### src/rtl/mem_arb_pkg.sv
// mem_arb_pkg -- shared types and defaults for the memory port arbiter.
//   arb_state_e     : arbiter FSM states (IDLE, BUSY, ACK)
//   owner_e         : which requester owns the memory port (OWN_CPU=0, OWN_DBG=1)
//   DEF_TIMEOUT_CYC : default number of BUSY cycles allowed before giving up
//   other_owner()   : the port that is not the given one
package mem_arb_pkg;

  typedef enum logic [1:0] {
    IDLE = 2'd0,
    BUSY = 2'd1,
    ACK  = 2'd2
  } arb_state_e;

  typedef enum logic {
    OWN_CPU = 1'b0,
    OWN_DBG = 1'b1
  } owner_e;

  localparam int DEF_TIMEOUT_CYC = 15;

  function automatic owner_e other_owner(input owner_e o);
    return (o == OWN_CPU) ? OWN_DBG : OWN_CPU;
  endfunction

endpackage

### src/rtl/mem_arb_timer.sv
// mem_arb_timer -- timeout counter for the BUSY phase of the arbiter.
// The count is loaded with zero by clear and advances by one on each cycle
// with en set, saturating at LIMIT-1, where expired is raised.
// Ports:
//   clk, reset : clock, asynchronous active-high reset (count -> 0)
//   clear      : load the count with 0 (wins over en)
//   en         : advance the count by one
//   expired    : count has reached LIMIT-1
// LIMIT must be at least 1.
module mem_arb_timer #(
  parameter int LIMIT = 15
) (
  input  logic clk,
  input  logic reset,
  input  logic clear,
  input  logic en,
  output logic expired
);

  localparam int CNT_W = (LIMIT > 1) ? $clog2(LIMIT) : 1;

  logic [CNT_W-1:0] count_q, count_d;

  always_comb begin
    count_d = count_q;
    if (clear) begin
      count_d = '0;
    end else if (en && !expired) begin
      count_d = count_q + CNT_W'(1);
    end
  end

  always_ff @(posedge clk or posedge reset) begin
    if (reset) begin
      count_q <= '0;
    end else begin
      count_q <= count_d;
    end
  end

  assign expired = (count_q == CNT_W'(LIMIT - 1));

endmodule

### src/rtl/mem_port_arbiter.sv
// mem_port_arbiter -- shares one memory port between a CPU and a debug loader.
//
// Handshake (both requester ports): a requester raises req with we/addr/wdata
// and holds them until it sees a one-cycle ack; it drops req in the ack cycle.
// err is valid only in the ack cycle (set on timeout). rdata holds the data of
// that port's last completed read. On the memory side mem_en is held high with
// a stable payload until mem_ready is seen; mem_ready outside BUSY is ignored.
//
// Ports:
//   clk, reset                       clock, asynchronous active-high reset
//   cpu_req/we/addr/wdata  (in)      CPU request and payload
//   cpu_rdata/ack/err      (out)     CPU read data, completion pulse, timeout flag
//   dbg_*                            debug-loader port, same as CPU port
//   mem_en/we/addr/wdata   (out)     memory access, registered and held in BUSY
//   mem_rdata/ready        (in)      memory read data and completion
//   state_dbg              (out)     current FSM state (arb_state_e encoding)
//
// Configuration: define MEM_ARB_RR_EN for round-robin arbitration on
// simultaneous requests; otherwise the debug port always wins a tie.
module mem_port_arbiter
  import mem_arb_pkg::*;
#(
  parameter int DATA_W      = 32,
  parameter int ADDR_W      = 32,
  parameter int TIMEOUT_CYC = DEF_TIMEOUT_CYC
) (
  input  logic              clk,
  input  logic              reset,
  input  logic              cpu_req,
  input  logic              cpu_we,
  input  logic [ADDR_W-1:0] cpu_addr,
  input  logic [DATA_W-1:0] cpu_wdata,
  output logic [DATA_W-1:0] cpu_rdata,
  output logic              cpu_ack,
  output logic              cpu_err,
  input  logic              dbg_req,
  input  logic              dbg_we,
  input  logic [ADDR_W-1:0] dbg_addr,
  input  logic [DATA_W-1:0] dbg_wdata,
  output logic [DATA_W-1:0] dbg_rdata,
  output logic              dbg_ack,
  output logic              dbg_err,
  output logic              mem_en,
  output logic              mem_we,
  output logic [ADDR_W-1:0] mem_addr,
  output logic [DATA_W-1:0] mem_wdata,
  input  logic [DATA_W-1:0] mem_rdata,
  input  logic              mem_ready,
  output logic [1:0]        state_dbg
);

  arb_state_e        state_q, state_d;
  owner_e            owner_q, owner_d;
  owner_e            win;
  logic              any_req;
  logic              mem_en_q, mem_en_d;
  logic              mem_we_q, mem_we_d;
  logic [ADDR_W-1:0] mem_addr_q, mem_addr_d;
  logic [DATA_W-1:0] mem_wdata_q, mem_wdata_d;
  logic [DATA_W-1:0] cpu_rdata_q, cpu_rdata_d;
  logic [DATA_W-1:0] dbg_rdata_q, dbg_rdata_d;
  logic              cpu_ack_q, cpu_ack_d;
  logic              dbg_ack_q, dbg_ack_d;
  logic              cpu_err_q, cpu_err_d;
  logic              dbg_err_q, dbg_err_d;
  logic              timer_clear, timer_en, timer_expired;
  logic              done, timed_out;
  logic [DATA_W-1:0] done_data;

  assign any_req = cpu_req | dbg_req;

  // ---------------------------------------------------------------------
  // Arbitration
  // ---------------------------------------------------------------------
`ifdef MEM_ARB_RR_EN
  // last_grant starts at CPU so the debug port wins the first tie.
  owner_e last_grant_q, last_grant_d;

  always_comb begin
    if (cpu_req && dbg_req) begin
      win = other_owner(last_grant_q);
    end else begin
      win = dbg_req ? OWN_DBG : OWN_CPU;
    end
    last_grant_d = last_grant_q;
    if (state_q == IDLE && any_req) begin
      last_grant_d = win;
    end
  end

  always_ff @(posedge clk or posedge reset) begin
    if (reset) begin
      last_grant_q <= OWN_CPU;
    end else begin
      last_grant_q <= last_grant_d;
    end
  end
`else
  always_comb begin
    win = dbg_req ? OWN_DBG : OWN_CPU;
  end
`endif

  // ---------------------------------------------------------------------
  // Timeout counter: cleared on BUSY entry, advances on each BUSY cycle
  // without mem_ready.
  // ---------------------------------------------------------------------
  mem_arb_timer #(
    .LIMIT (TIMEOUT_CYC)
  ) u_timer (
    .clk     (clk),
    .reset   (reset),
    .clear   (timer_clear),
    .en      (timer_en),
    .expired (timer_expired)
  );

  // A transaction ends either on mem_ready or when the counter has expired;
  // mem_ready in the expiry cycle still counts as a normal completion.
  assign done      = (state_q == BUSY) && (mem_ready || timer_expired);
  assign timed_out = !mem_ready;
  assign done_data = mem_ready ? mem_rdata : '0;

  // ---------------------------------------------------------------------
  // Next-state and registered outputs
  // ---------------------------------------------------------------------
  always_comb begin
    state_d     = state_q;
    owner_d     = owner_q;
    mem_we_d    = mem_we_q;
    mem_addr_d  = mem_addr_q;
    mem_wdata_d = mem_wdata_q;
    cpu_rdata_d = cpu_rdata_q;
    dbg_rdata_d = dbg_rdata_q;
    cpu_ack_d   = 1'b0;
    dbg_ack_d   = 1'b0;
    cpu_err_d   = 1'b0;
    dbg_err_d   = 1'b0;
    timer_clear = 1'b0;
    timer_en    = 1'b0;

    case (state_q)
      IDLE: begin
        if (any_req) begin
          state_d     = BUSY;
          owner_d     = win;
          timer_clear = 1'b1;
          if (win == OWN_DBG) begin
            mem_we_d    = dbg_we;
            mem_addr_d  = dbg_addr;
            mem_wdata_d = dbg_wdata;
          end else begin
            mem_we_d    = cpu_we;
            mem_addr_d  = cpu_addr;
            mem_wdata_d = cpu_wdata;
          end
        end
      end

      BUSY: begin
        if (done) begin
          state_d = ACK;
          if (owner_q == OWN_DBG) begin
            dbg_ack_d = 1'b1;
            dbg_err_d = timed_out;
            if (!mem_we_q) dbg_rdata_d = done_data;
          end else begin
            cpu_ack_d = 1'b1;
            cpu_err_d = timed_out;
            if (!mem_we_q) cpu_rdata_d = done_data;
          end
        end else begin
          timer_en = 1'b1;
        end
      end

      ACK: begin
        state_d = IDLE;
      end

      default: begin
        state_d = IDLE;
      end
    endcase

    mem_en_d = (state_d == BUSY);
  end

  always_ff @(posedge clk or posedge reset) begin
    if (reset) begin
      state_q     <= IDLE;
      owner_q     <= OWN_CPU;
      mem_en_q    <= 1'b0;
      mem_we_q    <= 1'b0;
      mem_addr_q  <= '0;
      mem_wdata_q <= '0;
      cpu_rdata_q <= '0;
      dbg_rdata_q <= '0;
      cpu_ack_q   <= 1'b0;
      dbg_ack_q   <= 1'b0;
      cpu_err_q   <= 1'b0;
      dbg_err_q   <= 1'b0;
    end else begin
      state_q     <= state_d;
      owner_q     <= owner_d;
      mem_en_q    <= mem_en_d;
      mem_we_q    <= mem_we_d;
      mem_addr_q  <= mem_addr_d;
      mem_wdata_q <= mem_wdata_d;
      cpu_rdata_q <= cpu_rdata_d;
      dbg_rdata_q <= dbg_rdata_d;
      cpu_ack_q   <= cpu_ack_d;
      dbg_ack_q   <= dbg_ack_d;
      cpu_err_q   <= cpu_err_d;
      dbg_err_q   <= dbg_err_d;
    end
  end

  assign mem_en    = mem_en_q;
  assign mem_we    = mem_we_q;
  assign mem_addr  = mem_addr_q;
  assign mem_wdata = mem_wdata_q;
  assign cpu_rdata = cpu_rdata_q;
  assign dbg_rdata = dbg_rdata_q;
  assign cpu_ack   = cpu_ack_q;
  assign dbg_ack   = dbg_ack_q;
  assign cpu_err   = cpu_err_q;
  assign dbg_err   = dbg_err_q;
  assign state_dbg = state_q;

endmodule
### config.mk
export PLATFORM = sky130hd
export DESIGN_NAME = mem_port_arbiter
export DESIGN_NICKNAME = d
export VERILOG_FILES = /design/src/rtl/mem_arb_pkg.sv /design/src/rtl/mem_arb_timer.sv /design/src/rtl/mem_port_arbiter.sv
export SDC_FILE = /design/constraint.sdc
export NUM_CORES = 1
export LEC_CHECK = 0
export CAP_MARGIN = 10
export CORE_MARGIN = 3
export CORE_UTILIZATION = 27
export DETAILED_ROUTE_END_ITERATION = 8
export DONT_BUFFER_PORTS = 1
export GPL_TIMING_DRIVEN = 0
export PLACE_DENSITY = 0.5
export SYNTH_ARGS = -nofsm -noshare
export SYNTH_HDL_FRONTEND = slang
export SYNTH_HIERARCHICAL = 1
export SYNTH_SLANG_ARGS = --single-unit
### constraint.sdc
create_clock -name clk -period 4.65 [get_ports clk]
set_clock_uncertainty 0.1 [all_clocks]
set_input_delay 0.2325 -clock clk [delete_from_list [all_inputs] [get_ports clk]]
set_output_delay 0.2325 -clock clk [all_outputs]
set_load 0.05 [all_outputs]
# Yosys cells after proc, flatten, opt, wreduce, memory -nomap -nowiden
# Cells that the tools add are included.
# classes
n_mux,26
shifts,0
n_bitwise,3
order_cmp,0
n_addsub,1
div,0
reduce_logical,10
multipliers,0
eq_ne,3
# ops
operator,n
two-way mux 32 bit,3
two-way mux 1 bit,18
two-way mux 4 bit,2
AND reduction 4 bit,2
"adder 4 x 1 -> 4 bit, second input constant",1
"equality test 2 x 1 -> 1 bit, second input constant",2
"equality test 4 bit, second input constant",1
two-way mux 2 bit,2
case mux 2 bit (2 select lines),1
logical AND 1 bit,2
zero test 1 bit,2
zero test 2 bit,1
NOT 1 bit,2
AND reduction 2 bit,1
nonzero test 2 bit,1
logical OR 1 bit,1
bitwise OR 1 bit,1
# totals
out_inout_bits,136
mem_bits_rw,0
elab_cells,56
mem_count,0
romBits,0
regBits,141
latch_bits,0
input_bits,167

# Longest topological paths before layout
# depth
ltp_word,8
depth_mapped,9
ltp_nobuf,8

# Hierarchy
# The synthesis kept the hierarchy.
# modules_own_cells
module,area_per_inst_um2,seq_area_each_um2,cells_each,instances
mem_port_arbiter,6206.0,3428.3,404,1
mem_arb_timer,215.2,100.1,23,1

# Worst setup path after synthesis
# No wires, ideal clock.
# synth_timing
kind,reg2reg
from,reg u_timer.count_q[0]
to,reg cpu_rdata_q[0] (netlist: cpu_rdata[0])
path_slack_ns,2.468
t_arrival_ns,1.957
period_less_slack_ns,2.182
setup_ns,0.125
stages_incl_launch_ff,10
path_buffers,2
required_ns,4.425
cell_sequence,dfrtp_1 inv_1 ha_1 nand3_1 inv_1 nor2_2 or4_4 buf_6 buf_12 mux2_4
# synth_via
elab_chain_len,4
# synth_rtl
element,line_no,source
from (decl),mem_arb_timer.sv:22,"logic [CNT_W-1:0] count_q, count_d;"
from (signal assigned),mem_arb_timer.sv:37,count_q <= count_d;
equality test 4 bit,mem_arb_timer.sv:41,assign expired = (count_q == CNT_W'(LIMIT - 1));
via timer_expired,mem_port_arbiter.sv:66,"logic timer_clear, timer_en, timer_expired;"
logical OR 1 bit,mem_port_arbiter.sv:120,assign done = (state_q == BUSY) && (mem_ready || timer_expired);
logical AND 1 bit,mem_port_arbiter.sv:120,
AND reduction 4 bit (no line),-,
to (signal assigned),mem_port_arbiter.sv:210,cpu_rdata_q <= cpu_rdata_d;
to (decl),mem_port_arbiter.sv:60,"logic [DATA_W-1:0] cpu_rdata_q, cpu_rdata_d;"
# The timed path passes the listed nets, and every way through them passes these cells.
# A chain may end at the register's enable or synchronous reset.

# Worst setup path in the final report
# layout_timing
from,reg u_timer.count_q[0]
to,reg dbg_rdata_q[19] (netlist: dbg_rdata[19])
# layout_via
elab_chain_len,4
# layout_rtl
element,line_no,source
equality test 4 bit,mem_arb_timer.sv:41,
via timer_expired,mem_port_arbiter.sv:66,
logical OR 1 bit,mem_port_arbiter.sv:120,
logical AND 1 bit,mem_port_arbiter.sv:120,
AND reduction 4 bit (no line),-,
to (signal assigned),mem_port_arbiter.sv:211,dbg_rdata_q <= dbg_rdata_d;
to (decl),mem_port_arbiter.sv:61,"logic [DATA_W-1:0] dbg_rdata_q, dbg_rdata_d;"
# The timed path passes the listed nets, and every way through them passes these cells.

==> reports/qor.txt <==
Status = finished clean
Fin Setup TNS = 0 ps
Power Total = 7.032 mW
I/O pins = 303
Largest net degree at the start of global routing = 79
First-pass GRT wire length = 26970 um
Final wirelength = 17480 um
Root Driver = clkbuf_16
Leading area contributor after synthesis = dfrtp_1
Maximum VDD drop = 0.0003001 V
Max H-tree Level = 4
Sequential share of the synthesized area = 54.95%
DR WL met2 = 9518 um
Reg2reg path depth = 8
Layout Area Growth over Synthesis = 36.75%
Met3 WL = 1132 um
Average wire per standard cell = 19.23 um
CP arrival = 2790 ps
Global Route Usage Sum = 13.41%
Critical path destination = dbg_rdata[19]
Relative slew slack = 39.73%
Post-synthesis cell type count = 28
Max Slew Vio Count = 0
Routability cong. = 0.6978
Max_cap viols = 0
Most common cell on crit path = inv_1
Share of cells above drive strength 1 = 42.28%
Die Ht = 160.2 um
Non-filler cells, final = 909
Worst skew pair latency = 410 ps
Fin crit period = 2593 ps
CTS max path bufs = 2
Number of cells on the critical path = 8
Initial Util = 27.94%
Prevailing post-synth register cell = dfrtp_1
Die Area = 25670 sq um
Initial antenna violation count = 1
Die W = 160.2 um
CTS Buf Count = 17
First-pass DRT Iterations = 4
DR vias = 4087
# diodes = 0
Critical-path cell list = inv_1, ha_1, nand3_1, inv_1, nor2_2, nor4b_2, buf_2, mux2_2
Setup Viol. Count Final = 0
Hold Fails Final Rpt = 0
Row cnt = 55
Hold Crit Start = mem_rdata[25]
Core box area = 22980 sq um
Yosys reg bits = 141
Synthesis Warnings = 6
Vias in the first global route = 4564
Post-synth EDFFs = 0
Fin nets = 752
Buffers & Inverters on Critical Path = 3
Most common cell in the netlist = mux2_2
Syn_area_per_cell = 15.04 sq um
R2R Setup Slk = 2060 ps
Top post-synthesis cells by area = dfrtp_1, mux2_2, mux2_4
CTS tree = done
Post-synth top cells = mux2_2, dfrtp_1, mux2_4
Placed cells = 741
1st-iter DRT viols = 103
Fmax achieved = 0.3856 GHz
Top delay family on crit path = simple AND/OR/NAND/NOR gates
Metal1 wirelength = 6342 um
Routed vias/inst = 4.496
Worst Setup End Kind = flop
Fillers = 2170
Setup Crit Path Kind = flop to flop
Port Buffers = 0
Critical R2R Launch = u_timer/count_q[0]
Max incr delay on CP = 520 ps
Critical path launch point type = flop
Mapped Nets = 596
Post-synth ARST share = 100.0%
Post-route ant nets = 0
Syn Inst Count = 427
Top Layer Used = met5
GRT overflow = 0
Post-synth top area share = 54.95%
Final critical-path share of the clock period = 55.77%
Crit path max fanout = 10
Detailed placement HPWL = 12260 um
Number of gates resized after cts = 0
Critical path launch point = u_timer/count_q[0]
Reg clk slew, reported paths = 60 ps
PD cells = 800.8 nW/um^2
Worst slew pin tran = 897.2 ps
Leak = 3.826 nW
Worst R2R End = dbg_rdata[19]
Worst path slowest cell = nor4b_2
RSZ-0062 raised after global routing = false
Worst Path Required = 4850 ps
Min-delay worst type = input port to flop
Synth Cell Area = 6421 sq um
Final core utilization = 38.20%
# DRC = 0
CTS Sinks = 141
==> stage by stage <==
step / area (sq um) / hold WS, ps / worst slack (ps)
6_report: 8781 / 19.13 / 2057
5_1_grt: 8781 / 2.964 / 1915
4_1_cts: 8761 / 1.065 / 2009
3_5_place_dp: 6845 / -71.75 / 2022
3_3_place_gp: 6813 / -90.57 / -890.6
2_1_floorplan: 6421 / -101.4 / 649.7
==> layout by cell type (no fill, tap or decap) <==
cell type,Yosys,layout
mux2_2,165,165
dfrtp_1,141,141
dlygate4sd3_1,0,136
mux2_4,30,30
and2_1,29,29
clkbuf_16,0,17
clkbuf_1,8,10
buf_2,9,9
and2_2,4,4
inv_1,5,4
a21oi_1,4,4
nor2_1,3,3
buf_1,3,3
buf_12,3,3
nor3_1,3,3
or2_2,3,3
inv_6,0,3
clkinv_4,0,3
clkinvlp_4,0,3
clkinv_2,0,3
nand3_1,3,3
bufinv_16,0,2
ha_1,2,2
nor2_2,1,1
nand2b_1,1,1
nor4b_2,1,1
nor3_2,1,1
or4_4,1,1
buf_6,1,1
nor3b_1,1,1
buf_16,0,1
a311oi_1,1,1
nand4_1,1,1
o21ai_0,1,1
or2_0,1,1
a21o_2,1,1
==> worst min path at each step <==
stage / endpoint / slack (ps) / depth (start not counted)
2_1_floorplan: u_timer/count_q[0] / -100 / 1
3_5_place_dp: u_timer/count_q[1] / -70 / 1
5_1_grt: mem_addr[27] / 3 / 2
6_report: dbg_rdata[25] / 20 / 2
4_1_cts: mem_wdata[21] / 1 / 2
3_3_place_gp: u_timer/count_q[0] / -90 / 1
==> repair_timing <==
| item | CTS | global route |
|---|---|---|
| buffers inserted | 0 | 0 |
| hold buffers | 134 | 2 |
| endpoints found under the hold margin | 171 | 1 |
==> registers in the layout, summed over array words and instances, names as in the netlist, 2 cells and up <==
name	cells
cpu_rdata	32
dbg_rdata	32
mem_addr	32
mem_wdata	32
state_dbg	2
u_timer/count_q	4
==> cell families (layout without fill, tap and decap cells) <==
family | Yosys count | after routing | synth area share, %
AND/OR/NAND/NOR | 53 | 53 | 5.300
adder cells (fa/ha/maj) | 2 | 2 | 0.3896
multiplexers | 195 | 195 | 35.95
AO/OA/AOI/OAI | 7 | 7 | 0.6625
buffers and inverters | 29 | 198 | 2.747
flip-flops | 141 | 141 | 54.95
==> power by group <==
part | total [mW] | internal (mW) | switching (mW) | leakage [nW]
Clock | 1.33 | 0.793 | 0.540 | 0.274
Combinational | 1.29 | 0.848 | 0.441 | 1.81
Sequential | 4.41 | 1.79 | 2.62 | 1.75
Total | 7.03 | 3.43 | 3.60 | 3.83
==> final cells by class <==
cell class,count,area (sq um),area share [%]
Multi-Input combinational cell,257,2716,30.93
Clock inverter,13,141.4,1.610
Tap cell,313,391.6,4.460
Clock buffer,19,432.9,4.930
Buffer,24,157.7,1.795
Timing Repair Buffer,137,1389,15.82
Inverter,5,23.77,0.2707
Sequential cell,141,3528,40.18
==> layer usage <==
layer,track usage (%),vias to the layer above
met4,5.523,2
li1,-,1822
met2,24.67,180
met5,0,-
met1,14.15,2050
met3,4.150,33
==> worst reg2reg max path, stage by stage, from the launching register on <==
cell and delay, ps:
dfrtp_1 390, inv_1 110, ha_1 170, nand3_1 180, inv_1 180, nor2_2 80, nor4b_2 520, buf_2 380
mux2_2 380
Power figures use the tool's default switching activity.
